--- src/rtl/seg7_capture_pkg.sv ---
// Shared 7-segment definitions: bit order, the legal pattern table and capture FSM encodings.
// The display decoder imports the same table so both ends agree on every glyph.
package seg7_capture_pkg;

  // Segment bit positions within the 7-bit bus (1 = lit)
  localparam int SEG_A = 0;  // top
  localparam int SEG_B = 1;
  localparam int SEG_C = 2;
  localparam int SEG_D = 3;  // bottom
  localparam int SEG_E = 4;
  localparam int SEG_F = 5;
  localparam int SEG_G = 6;  // middle

  localparam logic [6:0] SEG_0     = 7'h3F;
  localparam logic [6:0] SEG_1     = 7'h06;
  localparam logic [6:0] SEG_2     = 7'h5B;
  localparam logic [6:0] SEG_3     = 7'h4F;
  localparam logic [6:0] SEG_4     = 7'h66;
  localparam logic [6:0] SEG_5     = 7'h6D;
  localparam logic [6:0] SEG_6     = 7'h7D;
  localparam logic [6:0] SEG_7     = 7'h07;
  localparam logic [6:0] SEG_8     = 7'h7F;
  localparam logic [6:0] SEG_9     = 7'h6F;
  localparam logic [6:0] SEG_A_HEX = 7'h77;
  localparam logic [6:0] SEG_B_HEX = 7'h7C;
  localparam logic [6:0] SEG_C_HEX = 7'h39;
  localparam logic [6:0] SEG_D_HEX = 7'h5E;
  localparam logic [6:0] SEG_E_HEX = 7'h79;
  localparam logic [6:0] SEG_F_HEX = 7'h71;
  localparam logic [6:0] SEG_BLANK = 7'h00;

  localparam logic [1:0] IDLE        = 2'd0;
  localparam logic [1:0] WAIT_CHANGE = 2'd1;
  localparam logic [1:0] SETTLE      = 2'd2;
  localparam logic [1:0] OFFER       = 2'd3;

endpackage

--- src/rtl/seg7_lookup.sv ---
// Combinational reverse lookup: segment pattern -> hex nibble plus legal/blank classification.
// Anything neither legal nor blank is an illegal glyph.
module seg7_lookup
  import seg7_capture_pkg::*;
(
  input  logic [6:0] pattern,
  output logic [3:0] nibble,
  output logic       legal,
  output logic       blank
);

  always_comb begin
    // NOTE: every output gets a default before the case so no path leaves one unassigned (no latch).
    nibble = 4'h0;
    legal  = 1'b1;
    blank  = 1'b0;
    case (pattern)
      SEG_0:     nibble = 4'h0;
      SEG_1:     nibble = 4'h1;
      SEG_2:     nibble = 4'h2;
      SEG_3:     nibble = 4'h3;
      SEG_4:     nibble = 4'h4;
      SEG_5:     nibble = 4'h5;
      SEG_6:     nibble = 4'h6;
      SEG_7:     nibble = 4'h7;
      SEG_8:     nibble = 4'h8;
      SEG_9:     nibble = 4'h9;
      SEG_A_HEX: nibble = 4'hA;
      SEG_B_HEX: nibble = 4'hB;
      SEG_C_HEX: nibble = 4'hC;
      SEG_D_HEX: nibble = 4'hD;
      SEG_E_HEX: nibble = 4'hE;
      SEG_F_HEX: nibble = 4'hF;
      default: begin
        legal = 1'b0;
        blank = (pattern == SEG_BLANK);
      end
    endcase
  end

endmodule

--- src/rtl/seg7_capture.sv ---
// Samples a 7-segment bus, debounces it, recovers the hex nibble and offers it over valid/ready.
// Each distinct stable pattern is reported once; illegal glyphs pulse code_err and bump err_count.
module seg7_capture
  import seg7_capture_pkg::*;
#(
  parameter int STABLE_CYCLES = 4,  // legal range 2..15 (cnt is 4 bits)
  parameter int ERR_W         = 8
) (
  input  logic             clk,
  input  logic             rst,
  input  logic             en,
  input  logic [6:0]       segments,
  output logic [3:0]       value,
  output logic             value_valid,
  input  logic             value_ready,
  output logic             code_err,
  output logic [ERR_W-1:0] err_count,
  output logic             busy
);

  localparam logic [3:0] LAST_CNT = 4'(STABLE_CYCLES - 1);

  logic [6:0] sync1, sync2, sample;
  logic [1:0] state;
  logic [3:0] cnt;
  logic [3:0] lk_nibble;
  logic       lk_legal, lk_blank;

  seg7_lookup u_lookup (
    .pattern (sample),
    .nibble  (lk_nibble),
    .legal   (lk_legal),
    .blank   (lk_blank)
  );

  // NOTE: sequential state uses non-blocking assignments so every flop samples pre-edge values.
  always_ff @(posedge clk or posedge rst) begin
    if (rst) begin
      sync1 <= '0;
      sync2 <= '0;
    end else begin
      sync1 <= segments;
      sync2 <= sync1;
    end
  end

  always_ff @(posedge clk or posedge rst) begin
    if (rst) begin
      state       <= IDLE;
      sample      <= '0;
      cnt         <= '0;
      value       <= '0;
      value_valid <= 1'b0;
      code_err    <= 1'b0;
      err_count   <= '0;
    end else begin
      code_err <= 1'b0;
      if (!en) begin
        state       <= IDLE;
        value_valid <= 1'b0;
      end else begin
        case (state)
          IDLE: begin
            // Whatever is already displayed becomes the reference, so it is not reported.
            sample <= sync2;
            state  <= WAIT_CHANGE;
          end
          WAIT_CHANGE: begin
            if (sync2 != sample) begin
              sample <= sync2;
              cnt    <= 4'd1;
              state  <= SETTLE;
            end
          end
          SETTLE: begin
            if (sync2 != sample) begin
              sample <= sync2;
              cnt    <= 4'd1;
            end else if (cnt == LAST_CNT) begin
              cnt <= cnt + 4'd1;
              if (lk_legal) begin
                value       <= lk_nibble;
                value_valid <= 1'b1;
                state       <= OFFER;
              end else begin
                if (!lk_blank) begin
                  code_err <= 1'b1;
                  if (err_count != '1) err_count <= err_count + ERR_W'(1);
                end
                state <= WAIT_CHANGE;
              end
            end else begin
              cnt <= cnt + 4'd1;
            end
          end
          OFFER: begin
            // sample keeps the offered glyph so a change-and-revert while stalled is not re-reported
            if (value_ready) begin
              value_valid <= 1'b0;
              state       <= WAIT_CHANGE;
            end
          end
          default: state <= IDLE;
        endcase
      end
    end
  end

  assign busy = (state == SETTLE) || (state == OFFER);

endmodule
--- config.mk ---
export PLATFORM = sky130hd
export DESIGN_NAME = seg7_capture
export DESIGN_NICKNAME = d
export VERILOG_FILES = /design/src/rtl/seg7_capture_pkg.sv /design/src/rtl/seg7_lookup.sv /design/src/rtl/seg7_capture.sv
export SDC_FILE = /design/constraint.sdc
export NUM_CORES = 1
export LEC_CHECK = 0
export BUFFER_PORTS_ARGS = -buffer_cell sky130_fd_sc_hd__buf_2
export CAP_MARGIN = 15
export CORE_MARGIN = 2
export CORE_UTILIZATION = 50
export DETAILED_ROUTE_END_ITERATION = 10
export GPL_ROUTABILITY_DRIVEN = 0
export MAX_ROUTING_LAYER = met4
export PLACE_DENSITY = 0.7
export SYNTH_ARGS = -nofsm -noshare
export SYNTH_HDL_FRONTEND = slang
export SYNTH_SLANG_ARGS = --single-unit
--- constraint.sdc ---
create_clock -name clk -period 4.4 [get_ports clk]
set_input_delay 0.88 -clock clk [delete_from_list [all_inputs] [get_ports clk]]
set_output_delay 0.88 -clock clk [all_outputs]
set_load 0.02 [all_outputs]
==> results.tsv, run 1 <==
metric	value	unit
diodes	0	
worstReg2RegStart	sample[0]$_DFFE_PP0P_	
synth_top_cell_area_share	46.28	%
placed_cells	275	
drt_drc_violations_left	0	
async_flop_share	100.0	%
end_kind	flop	
min_from	sync1[0]$_DFF_PP0_	
worstSkewPairLatency	0.29	ns
setup_viol	0	
cts_buffer_depth	2	
detail_route.iter0.violations	91	
cts_resized	0	
fin_crit	2.701	ns
ctsHtreeMaxLevel	2	
placed_area	2332	sq um
cts_setup_buffers	0	
whs_path_depth	0	
nets	247	
coreArea	4324	sq um
layout_commonest_cell	dfrtp_1	
cts_tree	done	
ir_drop	0.0002332	V
synth-xor-area-share	5.135	%
synth_top_family_by_area	simple AND/OR/NAND/NOR gates	
layout.cells.non_filler	283	
dp_hpwl	2713	um
seq_area_frac_synth	46.28	%
rows	24	
die_area	4983	sq um
fin_crit_sh	61.39	%
tightest_slew	0.5341	ns
ys_ff_latch	41	
reg2reg_slack	1.70	ns
via_per_inst	5.696	
fmax	0.3702	GHz
final_area	2452	sq um
routedWlPerCell	13.78	um
crit_required	4.57	ns
crit_type	reg2reg	
drive_above_1_share	24.68	%
p_leak	1.089	nW
synth_cell_types	58	
synth_flop_cell	dfrtp_1	
grt_pass1_vias	1481	
finClkSkew	0.01132	ns
start_util	51.27	%
fin_util	56.71	%
reg2reg_depth	6	
cts_sinks	41	
synthMuxAreaShare	6.151	%
hold_buffers	0	
synth_area_leader_cell	dfrtp_1	
avgSynthCellArea	10.61	sq um
synth_edf_count	0	
startpoint_type	flop	
ant_nets	0	
grtUsageTotal	17.87	%
vias	1612	
routed_wl	3901	um
antenna_found_initial	0	
io_buffers	25	
grt_max_degree	42	
synthSimpleGateAreaFrac	20.71	%
syn_nets	226	
hp-class	reg2reg	
grt_setup_unrepaired	false	
power.density	379.5	nW/um^2
gr-total-overflow	0	
r2r_end	err_count[1]$_DFFE_PP0P_	
worst-path-max-fanout	18	
hold_end	sync2[0]$_DFF_PP0_	
crit_arrival	2.87	ns
syn2layout_area_growth	10.61	%
numCtsBuffers	5	
postSynthCellCount	209	
synthAdderAreaFrac	3.386	%
firstDrtPassIters	4	
die-width	70.59	um
outcome	completed	
fp.dieH	70.59	um
clk_pin_slew	0.08	ns
grt_pass1_wl	6948	um
maxSlewHeadroom	64.39	%
ioPinCount	26	
hold_viol_final	0	
yosysWarnings	0	
root_buffer	clkbuf_8	
synthTopCellsByArea	dfrtp_1 (46%), xnor2_1 (4.7%), mux2_2 (4.6%), ha_1 (3.4%), nor2_1 (2.2%)	
synth_area	2217	sq um
maxCapViolations	0	
final_cell_mix	dfrtp_1 (41), buf_2 (25), nor2_1 (13), xnor2_1 (12), inv_1 (12)	
fin_tns_setup	0	ns
synth_compound_area_share	12.58	%
finalMaxSlewViolations	0	
[routing by layer]
layer	part of all wire (%)	track usage, %	up-vias
li1	-	-	799
met1	50	24.84	779
met2	46	26.73	32
met3	4.0	4.416	2
met4	0.51	4.403	0
met5	0	-	-
[kinds of logic after synthesis]
kind of cell / Yosys count
AO/OA/AOI/OAI: 38
adder cells (fa/ha/maj): 6
multiplexers: 12
flip-flops: 41
buffers and inverters: 24
AND/OR/NAND/NOR: 75
XOR/XNOR: 13
[power by group]
part	total [mW]	switching, mW	leakage [nW]	internal [mW]
Sequential	0.468	0.0640	0.507	0.404
Clock	0.311	0.127	0.0574	0.184
Combinational	0.151	0.0731	0.524	0.0781
[worst max-delay path by stage]
stage                                from                       end  slack, ns  cells after the start
floorplan                              en  err_count[1]$_DFFE_PP0P_       1.97                      6
global placement                       en  err_count[1]$_DFFE_PP0P_       1.61                      7
detailed placement                     en  err_count[1]$_DFFE_PP0P_       1.55                      7
CTS                 sample[0]$_DFFE_PP0P_  err_count[1]$_DFFE_PP0P_       1.70                      6
global route        sample[0]$_DFFE_PP0P_  err_count[1]$_DFFE_PP0P_       1.49                      6
finish              sample[0]$_DFFE_PP0P_  err_count[1]$_DFFE_PP0P_       1.70                      6
[sequential cells by signal (all words and copies together), names as in the netlist]
name / count
err_count: 8
sample: 7
sync1: 7
sync2: 7
cnt: 4
value: 4
state: 2
code_err: 1
value_valid: 1
[critical path: stages, from the launching register on]
cell	delay [ns]
dfrtp_1	0.68
xnor2_1	0.18
nand4_1	0.23
or4b_4	0.59
nor4_4	0.37
and2_4	0.25
mux2_4	0.29
[synth_stat cells, types with 2 or more instances]
master / number
nor2_1: 13
and2_1: 2
xnor2_1: 12
buf_2: 2
mux2_2: 9
nor2b_1: 2
nand3_1: 8
clkbuf_1: 6
a31oi_1: 4
and3b_1: 2
and3_1: 3
nor3_1: 5
inv_1: 12
nor4_1: 4
o31a_2: 2
or3b_2: 2
nand4_1: 5
nor3b_1: 4
a21oi_1: 3
nand2_1: 11
nand3b_1: 2
buf_6: 2
o2111ai_1: 2
dfrtp_1: 41
mux2i_1: 2
clkbuf_8: 2
o21ai_0: 9
o21a_1: 2
o2bb2ai_1: 2
ha_1: 6
[metrics by stage]
| step | setup WS (ns) | hold slack, ns | power (mW) |
|---|---|---|---|
| 2_1_floorplan | 1.966 | 0.3312 | 0.6063 |
| 3_3_place_gp | 1.611 | 0.3321 | 0.6239 |
| 3_5_place_dp | 1.551 | 0.3347 | 0.6269 |
| 4_1_cts | 1.699 | 0.3533 | 0.9414 |
| 5_1_grt | 1.487 | 0.3665 | 0.9899 |
| 6_report | 1.699 | 0.3501 | 0.9307 |
[final cells by class]
type	instances	area, sq um
timing repair buffer	26	132.6
sequential	41	1026
tap	52	65.06
clock buffer	6	82.58
inverter	12	45.04
multi-input combinational	144	1064
fill	394	1872
clock inverter	2	37.54
No activity file was read; power rests on OpenSTA's default activity.
==> inputs of run 2 (changes only) <==
--- a/config.mk
+++ b/config.mk
@@ -5,6 +5,7 @@
 export SDC_FILE = /design/constraint.sdc
 export NUM_CORES = 1
 export LEC_CHECK = 0
+export ABC_AREA = 1
 export BUFFER_PORTS_ARGS = -buffer_cell sky130_fd_sc_hd__buf_2
 export CAP_MARGIN = 15
 export CORE_MARGIN = 2
==> constraint.sdc (replaced) <==
create_clock -name clk -period 2.7 [get_ports clk]
set_input_delay 0.54 -clock clk [delete_from_list [all_inputs] [get_ports clk]]
set_output_delay 0.54 -clock clk [all_outputs]
set_load 0.02 [all_outputs]
==> run 2 against run 1 <==
  * Sequential power increased by 48%
  * Flip-flop and latch count unchanged
  * Power increased by 42%
  * First-iteration DRC count increased by 29%
  * Clock-buffer cell count decreased by 1
  * Final cell count increased by 28%
  * Non-clock buffer count unchanged
  * Global-route usage increased by 0.88 points
  * Core utilization increased by 1.6 points
  * Register-to-register slack got worse by 0.81 ns
  * Worst setup slack got worse by 1.0 ns
  * Critical path type is now reg2out
==> results.tsv, run 2 <==
metric	value	unit	change
largest_register	err_count		unchanged
crit_required	2.16	ns	was 4.57 ns
tightest_slew	0.5597	ns	was 0.5341 ns
syn2layout_area_growth	11.10	%	was 10.61%
layout_commonest_cell	nand2_1		was dfrtp_1
avgSynthCellArea	8.213	sq um	was 10.61 sq um
clk_pin_slew	0.09	ns	was 0.08 ns
reg2reg_slack	0.89	ns	was 1.70 ns
detail_route.iter0.violations	117		was 91
startpoint_type	flop		unchanged
worstSetupStartpoint	state[0]$_DFFE_PP0P_		was sample[0]$_DFFE_PP0P_
root_buffer	clkbuf_8		unchanged
grt_pass1_vias	1662		was 1,481
worst-path-max-fanout	7		was 18
numCtsBuffers	5		unchanged
fin_crit_sh	74.09	%	
cts_setup_buffers	0		unchanged
finalMaxSlewViolations	0		unchanged
async_flop_share	100.0	%	unchanged
seq_area_frac_synth	44.61	%	was 46.28%
fp.dieH	71.82	um	was 70.59 um
r2r_end	err_count[4]$_DFFE_PP0P_		was err_count[1]$_DFFE_PP0P_
diodes	0		unchanged
setup_viol	0		unchanged
dp_hpwl	3117	um	was 2713 um
postSynthCellCount	280		was 209
drive_above_1_share	21.68	%	was 24.68%
fin_crit	2.000	ns	
largest_reg_flops	8		unchanged
die-width	71.82	um	was 70.59 um
cts_buffer_depth	2		unchanged
yosysMostFrequentCell	nand2_1		was dfrtp_1
placed_cells	353		was 275
synth_edf_count	0		unchanged
antenna_found_initial	0		unchanged
yosysWarnings	0		unchanged
reg2reg_depth	9		was 6
synthTopCellsByArea	dfrtp_1 (45%), nand2_1 (13%), inv_1 (5.2%), ha_1 (3.3%), nor2_1 (3.3%)		was dfrtp_1 (46%), xnor2_1 (4.7%), mux2_2 (4.6%), ha_1 (3.4%), nor2_1 (2.2%)
die_area	5158	sq um	was 4983 sq um
p_leak	1.412	nW	was 1.089 nW
multi_input_comb_area	1089	sq um	was 1064 sq um
routed_wl	4104	um	was 3901 um
maxSlewHeadroom	62.57	%	was 64.39%
crit_type	reg2out		was reg2reg
ioPinCount	26		unchanged
fin_util	58.28	%	was 56.71%
final-seq-area	1026	sq um	unchanged
use_met3	3.797	%	was 4.416%
ir_drop	0.0003758	V	was 0.0002332 V
synth_top_cell_area_share	44.61	%	was 46.28%
via_per_inst	4.942		was 5.696
met1_usage	24.18	%	was 24.84%
power.density	517.5	nW/um^2	was 379.5 nW/um^2
grt_pass1_wl	7320	um	was 6948 um
ys_ff_latch	41		unchanged
synth_area_leader_cell	dfrtp_1		unchanged
hold_buffers	0		unchanged
rows	24		unchanged
syn_nets	297		was 226
worst_slack	0.6996	ns	was 1.699 ns
routedWlPerCell	11.37	um	was 13.78 um
nets	325		was 247
drt_drc_violations_left	0		unchanged
fin_tns_setup	0	ns	unchanged
end_kind	primary output		was flop
finClkSkew	0.008829	ns	was 0.01132 ns
grt_max_degree	42		unchanged
outcome	completed		unchanged
gr-total-overflow	0		unchanged
synth_area	2300	sq um	was 2217 sq um
firstDrtPassIters	4		unchanged
met2_usage	29.01	%	was 26.73%
synth_commonest_cells	nand2_1 (81), dfrtp_1 (41), inv_1 (32), nor2_1 (20), nand3_1 (14)		was dfrtp_1 (41), nor2_1 (13), inv_1 (12), xnor2_1 (12), nand2_1 (11)
coreArea	4384	sq um	was 4324 sq um
cts_sinks	41		unchanged
grtUsageTotal	18.74	%	was 17.87%
fillers	411		was 394
dp_slack	0.8725	ns	was 1.551 ns
worstSkewPairLatency	0.30	ns	was 0.29 ns
ctsHtreeMaxLevel	2		unchanged
hold_viol_final	0		unchanged
layout.cells.non_filler	361		was 283
cts_tree	done		unchanged
fmax	0.4999	GHz	
final_cell_mix	nand2_1 (81), dfrtp_1 (41), inv_1 (32), buf_2 (25), nor2_1 (20)		was dfrtp_1 (41), buf_2 (25), nor2_1 (13), xnor2_1 (12), inv_1 (12)
grt_setup_unrepaired	false		unchanged
worstReg2RegStart	err_count[0]$_DFFE_PP0P_		was sample[0]$_DFFE_PP0P_
synth_cell_types	33		was 58
io_buffers	25		unchanged
crit_arrival	1.46	ns	was 2.87 ns
setup.worst_path.end	busy		was err_count[1]$_DFFE_PP0P_
grt-busiest-layer	met2		unchanged
synth_flop_cell	dfrtp_1		unchanged
start_util	52.45	%	was 51.27%
cts_resized	0		unchanged
ant_nets	0		unchanged
maxCapViolations	0		unchanged
hp-class	in2reg		was reg2reg
vias	1784		was 1,612
-- run 2: cell types whose count changed after synthesis, moves of 7 or more --
cell     change
inv_1       +20
o21ai_1     +11
nand2_1     +70
xnor2_1      -8
nor2_1       +7
mux2_2       -9
-- run 2: layout make-up --
type                    count  area share (%)
multi-input cells         196           42.61
flip-flops and latches     41           40.16
inverters                  38           5.681
repair buffers             26           5.191
clock buffers               5           2.693
well taps                  52           2.547
clock inverters             3           1.126
-- run 2: metrics by stage --
stage / hold slack (ns) / power (mW) / area (sq um)
after floorplan: 0.3312 / 0.8641 / 2300
after global placement: 0.3316 / 0.8893 / 2457
after detailed placement: 0.3347 / 0.8949 / 2457
after CTS: 0.3221 / 1.341 / 2555
after global routing: 0.3158 / 1.397 / 2555
final: 0.3367 / 1.322 / 2555
-- run 2: per-layer routing --
metal  share of wire [%]  wire, um
met1                  49      1993
met2                  45      1866
met3                 4.2       172
met4                 1.7        71
met5                   0         0
-- run 2: worst min path at each step --
| stage | from | end | slack [ns] | cells past startpoint |
|---|---|---|---|---|
| final | segments[2] | sync1[2]$_DFF_PP0_ | 0.34 | 1 |
| after global routing | segments[6] | sync1[6]$_DFF_PP0_ | 0.32 | 1 |
| after CTS | segments[3] | sync1[3]$_DFF_PP0_ | 0.32 | 1 |
| after detailed placement | sync1[4]$_DFF_PP0_ | sync2[4]$_DFF_PP0_ | 0.33 | 0 |
| after global placement | sync1[0]$_DFF_PP0_ | sync2[0]$_DFF_PP0_ | 0.33 | 0 |
| after floorplan | sync1[0]$_DFF_PP0_ | sync2[0]$_DFF_PP0_ | 0.33 | 0 |
-- run 2: where the power goes --
| part | total [mW] | leakage, nW | internal (mW) | switching, mW |
|---|---|---|---|---|
| combinational | 0.189 | 0.837 | 0.0671 | 0.122 |
| clock | 0.440 | 0.0511 | 0.195 | 0.245 |
| sequential | 0.693 | 0.524 | 0.646 | 0.0466 |
-- run 2: cells by family after synthesis --
logic type	count (synthesis)	share of synthesized area, %
AOI/OAI and AO/OA	22	5.822
xor gates and xnor gates	11	4.189
adders and majority gates	6	3.264
buffers and inverters	43	8.053
DFF	41	44.61
and+or+nand+nor	157	34.06
-- run 2: worst max-delay path, cell delays in order, from the launching register on --
cell and delay (ns):
dfrtp_1 0.42, inv_1 0.09, ha_1 0.30, inv_1 0.12, nand2_1 0.07, buf_2 0.15
==> inputs of run 3 (changes only) <==
--- a/config.mk
+++ b/config.mk
@@ -13,7 +13,7 @@
 export DETAILED_ROUTE_END_ITERATION = 10
 export GPL_ROUTABILITY_DRIVEN = 0
 export MAX_ROUTING_LAYER = met4
-export PLACE_DENSITY = 0.7
+export PLACE_DENSITY = 0.73
 export SYNTH_ARGS = -nofsm -noshare
 export SYNTH_HDL_FRONTEND = slang
 export SYNTH_SLANG_ARGS = --single-unit
==> constraint.sdc (replaced) <==
create_clock -name clk -period 1.75 [get_ports clk]
set_input_delay 0.35 -clock clk [delete_from_list [all_inputs] [get_ports clk]]
set_output_delay 0.35 -clock clk [all_outputs]
set_load 0.02 [all_outputs]
==> run 3 against run 2 <==
  * Power up 59%
  * Final area up 5.8%
  * Largest cell class unchanged
  * Clock-buffer cell count unchanged
  * Critical path depth up 5
==> results.tsv, run 3 (synthesized netlist as in run 2, its figures left out) <==
metric	value	unit	change
routed_wl	4360	um	was 4104 um
clk_pin_slew	0.09	ns	about the same
antenna_found_initial	0		unchanged
maxCapViolations	0		unchanged
nets	336		was 325
reg2reg_slack	0.03	ns	was 0.89 ns
fin_crit_sh	98.28	%	
grt_setup_unrepaired	true		was false
coreArea	4384	sq um	unchanged
die_area	5158	sq um	unchanged
p_leak	1.472	nW	was 1.412 nW
worstReg2RegStart	sample[4]$_DFFE_PP0P_		was err_count[0]$_DFFE_PP0P_
crit_arrival	1.92	ns	was 1.46 ns
worst_slack	0.03008	ns	was 0.6996 ns
firstDrtPassIters	4		unchanged
io_buffers	25		unchanged
multi_input_comb_area	1132	sq um	was 1089 sq um
crit_required	1.95	ns	was 2.16 ns
crit_type	reg2reg		was reg2out
die-width	71.82	um	unchanged
reg2reg_depth	10		was 9
r2r_end	err_count[1]$_DFFE_PP0P_		was err_count[4]$_DFFE_PP0P_
via_per_inst	5.003		was 4.942
largest_reg_flops	8		unchanged
startpoint_type	flop		unchanged
final-seq-area	1035	sq um	was 1026 sq um
tightest_slew	0.5029	ns	was 0.5597 ns
ioPinCount	26		unchanged
start_util	52.45	%	unchanged
dp_hpwl	3194	um	was 3117 um
hold_viol_final	0		unchanged
hold_buffers	0		unchanged
fmax	0.5814	GHz	
power.density	778.0	nW/um^2	was 517.5 nW/um^2
fin_crit	1.720	ns	
cts_tree	done		unchanged
cts_buffer_depth	2		unchanged
largest_register	err_count		unchanged
finalMaxSlewViolations	0		unchanged
finClkSkew	0.005189	ns	was 0.008829 ns
worst-path-max-fanout	8		was 7
ctsHtreeMaxLevel	2		unchanged
maxSlewHeadroom	66.47	%	was 62.57%
grt_pass1_vias	1597		was 1,662
gr-total-overflow	0		unchanged
dp_slack	0.03190	ns	was 0.8725 ns
syn2layout_area_growth	17.52	%	was 11.10%
routedWlPerCell	11.72	um	was 11.37 um
fillers	373		was 411
grt_pass1_wl	7024	um	was 7320 um
detail_route.iter0.violations	82		was 117
fin_util	61.64	%	was 58.28%
rows	24		unchanged
end_kind	flop		was primary output
p_total	2.103	mW	was 1.322 mW
placed_cells	358		was 353
diodes	0		unchanged
layout_commonest_cell	nand2_1		unchanged
drive_above_1_share	29.06	%	was 21.68%
outcome	completed		unchanged
worstSkewPairLatency	0.30	ns	about the same
grt_max_degree	42		unchanged
fp.dieH	71.82	um	unchanged
setup_viol	0		unchanged
final_cell_mix	nand2_1 (78), dfrtp_1 (34), inv_1 (31), buf_2 (25), nor2_1 (17)		was nand2_1 (81), dfrtp_1 (41), inv_1 (32), buf_2 (25), nor2_1 (20)
drt_drc_violations_left	0		unchanged
grtUsageTotal	17.93	%	was 18.74%
hp-class	in2async		was in2reg
fin_tns_setup	0	ns	unchanged
vias	1861		was 1,784
cts_sinks	41		unchanged
layout.cells.non_filler	372		was 361
ant_nets	0		unchanged
root_buffer	clkbuf_8		unchanged
numCtsBuffers	5		unchanged
ir_drop	0.0007294	V	was 0.0003758 V
worstSetupStartpoint	sample[4]$_DFFE_PP0P_		was state[0]$_DFFE_PP0P_
run 3: final cells by class:
class / count / area share [%]
Clock inverter: 3 / 1.065
Tap cell: 52 / 2.407
Timing Repair Buffer: 37 / 8.426
Clock buffer: 5 / 2.546
Inverter: 38 / 5.370
Sequential cell: 41 / 38.29
Multi-Input combinational cell: 196 / 41.90
run 3: worst max path at each step:
stage | to | cells past startpoint
6_report | err_count[1]$_DFFE_PP0P_ | 10
2_1_floorplan | err_count[3]$_DFFE_PP0P_ | 9
3_5_place_dp | err_count[7]$_DFFE_PP0P_ | 10
5_1_grt | err_count[1]$_DFFE_PP0P_ | 10
3_3_place_gp | err_count[7]$_DFFE_PP0P_ | 10
4_1_cts | err_count[7]$_DFFE_PP0P_ | 10
run 3: worst max-delay path, stage by stage, from the launching register on:
cell and delay [ns]:
dfrtp_2 0.47, nand2_2 0.09, nor2_1 0.06, nand2_1 0.10, nand3_2 0.12, nor2_4 0.17
nand3_4 0.14, nor2_8 0.19, nand3_4 0.13, nand2_1 0.09, nand2_1 0.05
run 3: per-layer routing:
metal	track usage (%)	vias to the layer above	wire, um
li1	-	970	-
met1	24.89	846	2134
met2	25.82	36	1963
met3	4.219	9	181
met4	6.289	0	80
met5	-	-	0
run 3: through the flow:
stage,area (sq um),hold WS (ns)
floorplan,2300,0.3312
global placement,2495,0.3320
detailed placement,2495,0.3347
CTS,2592,0.1376
global route,2703,0.1293
finish,2703,0.1455
run 3: where the power goes:
part	switching, mW	internal [mW]	total [mW]
sequential	0.0687	1.00	1.07
clock	0.381	0.301	0.682
combinational	0.211	0.138	0.349
total	0.662	1.44	2.10
run 3: timing repair:
item	in CTS	in global routing
endpoints found under the hold margin	0	0
setup endpoints to repair	0	22
buffers inserted	0	6
resized for setup	0	19
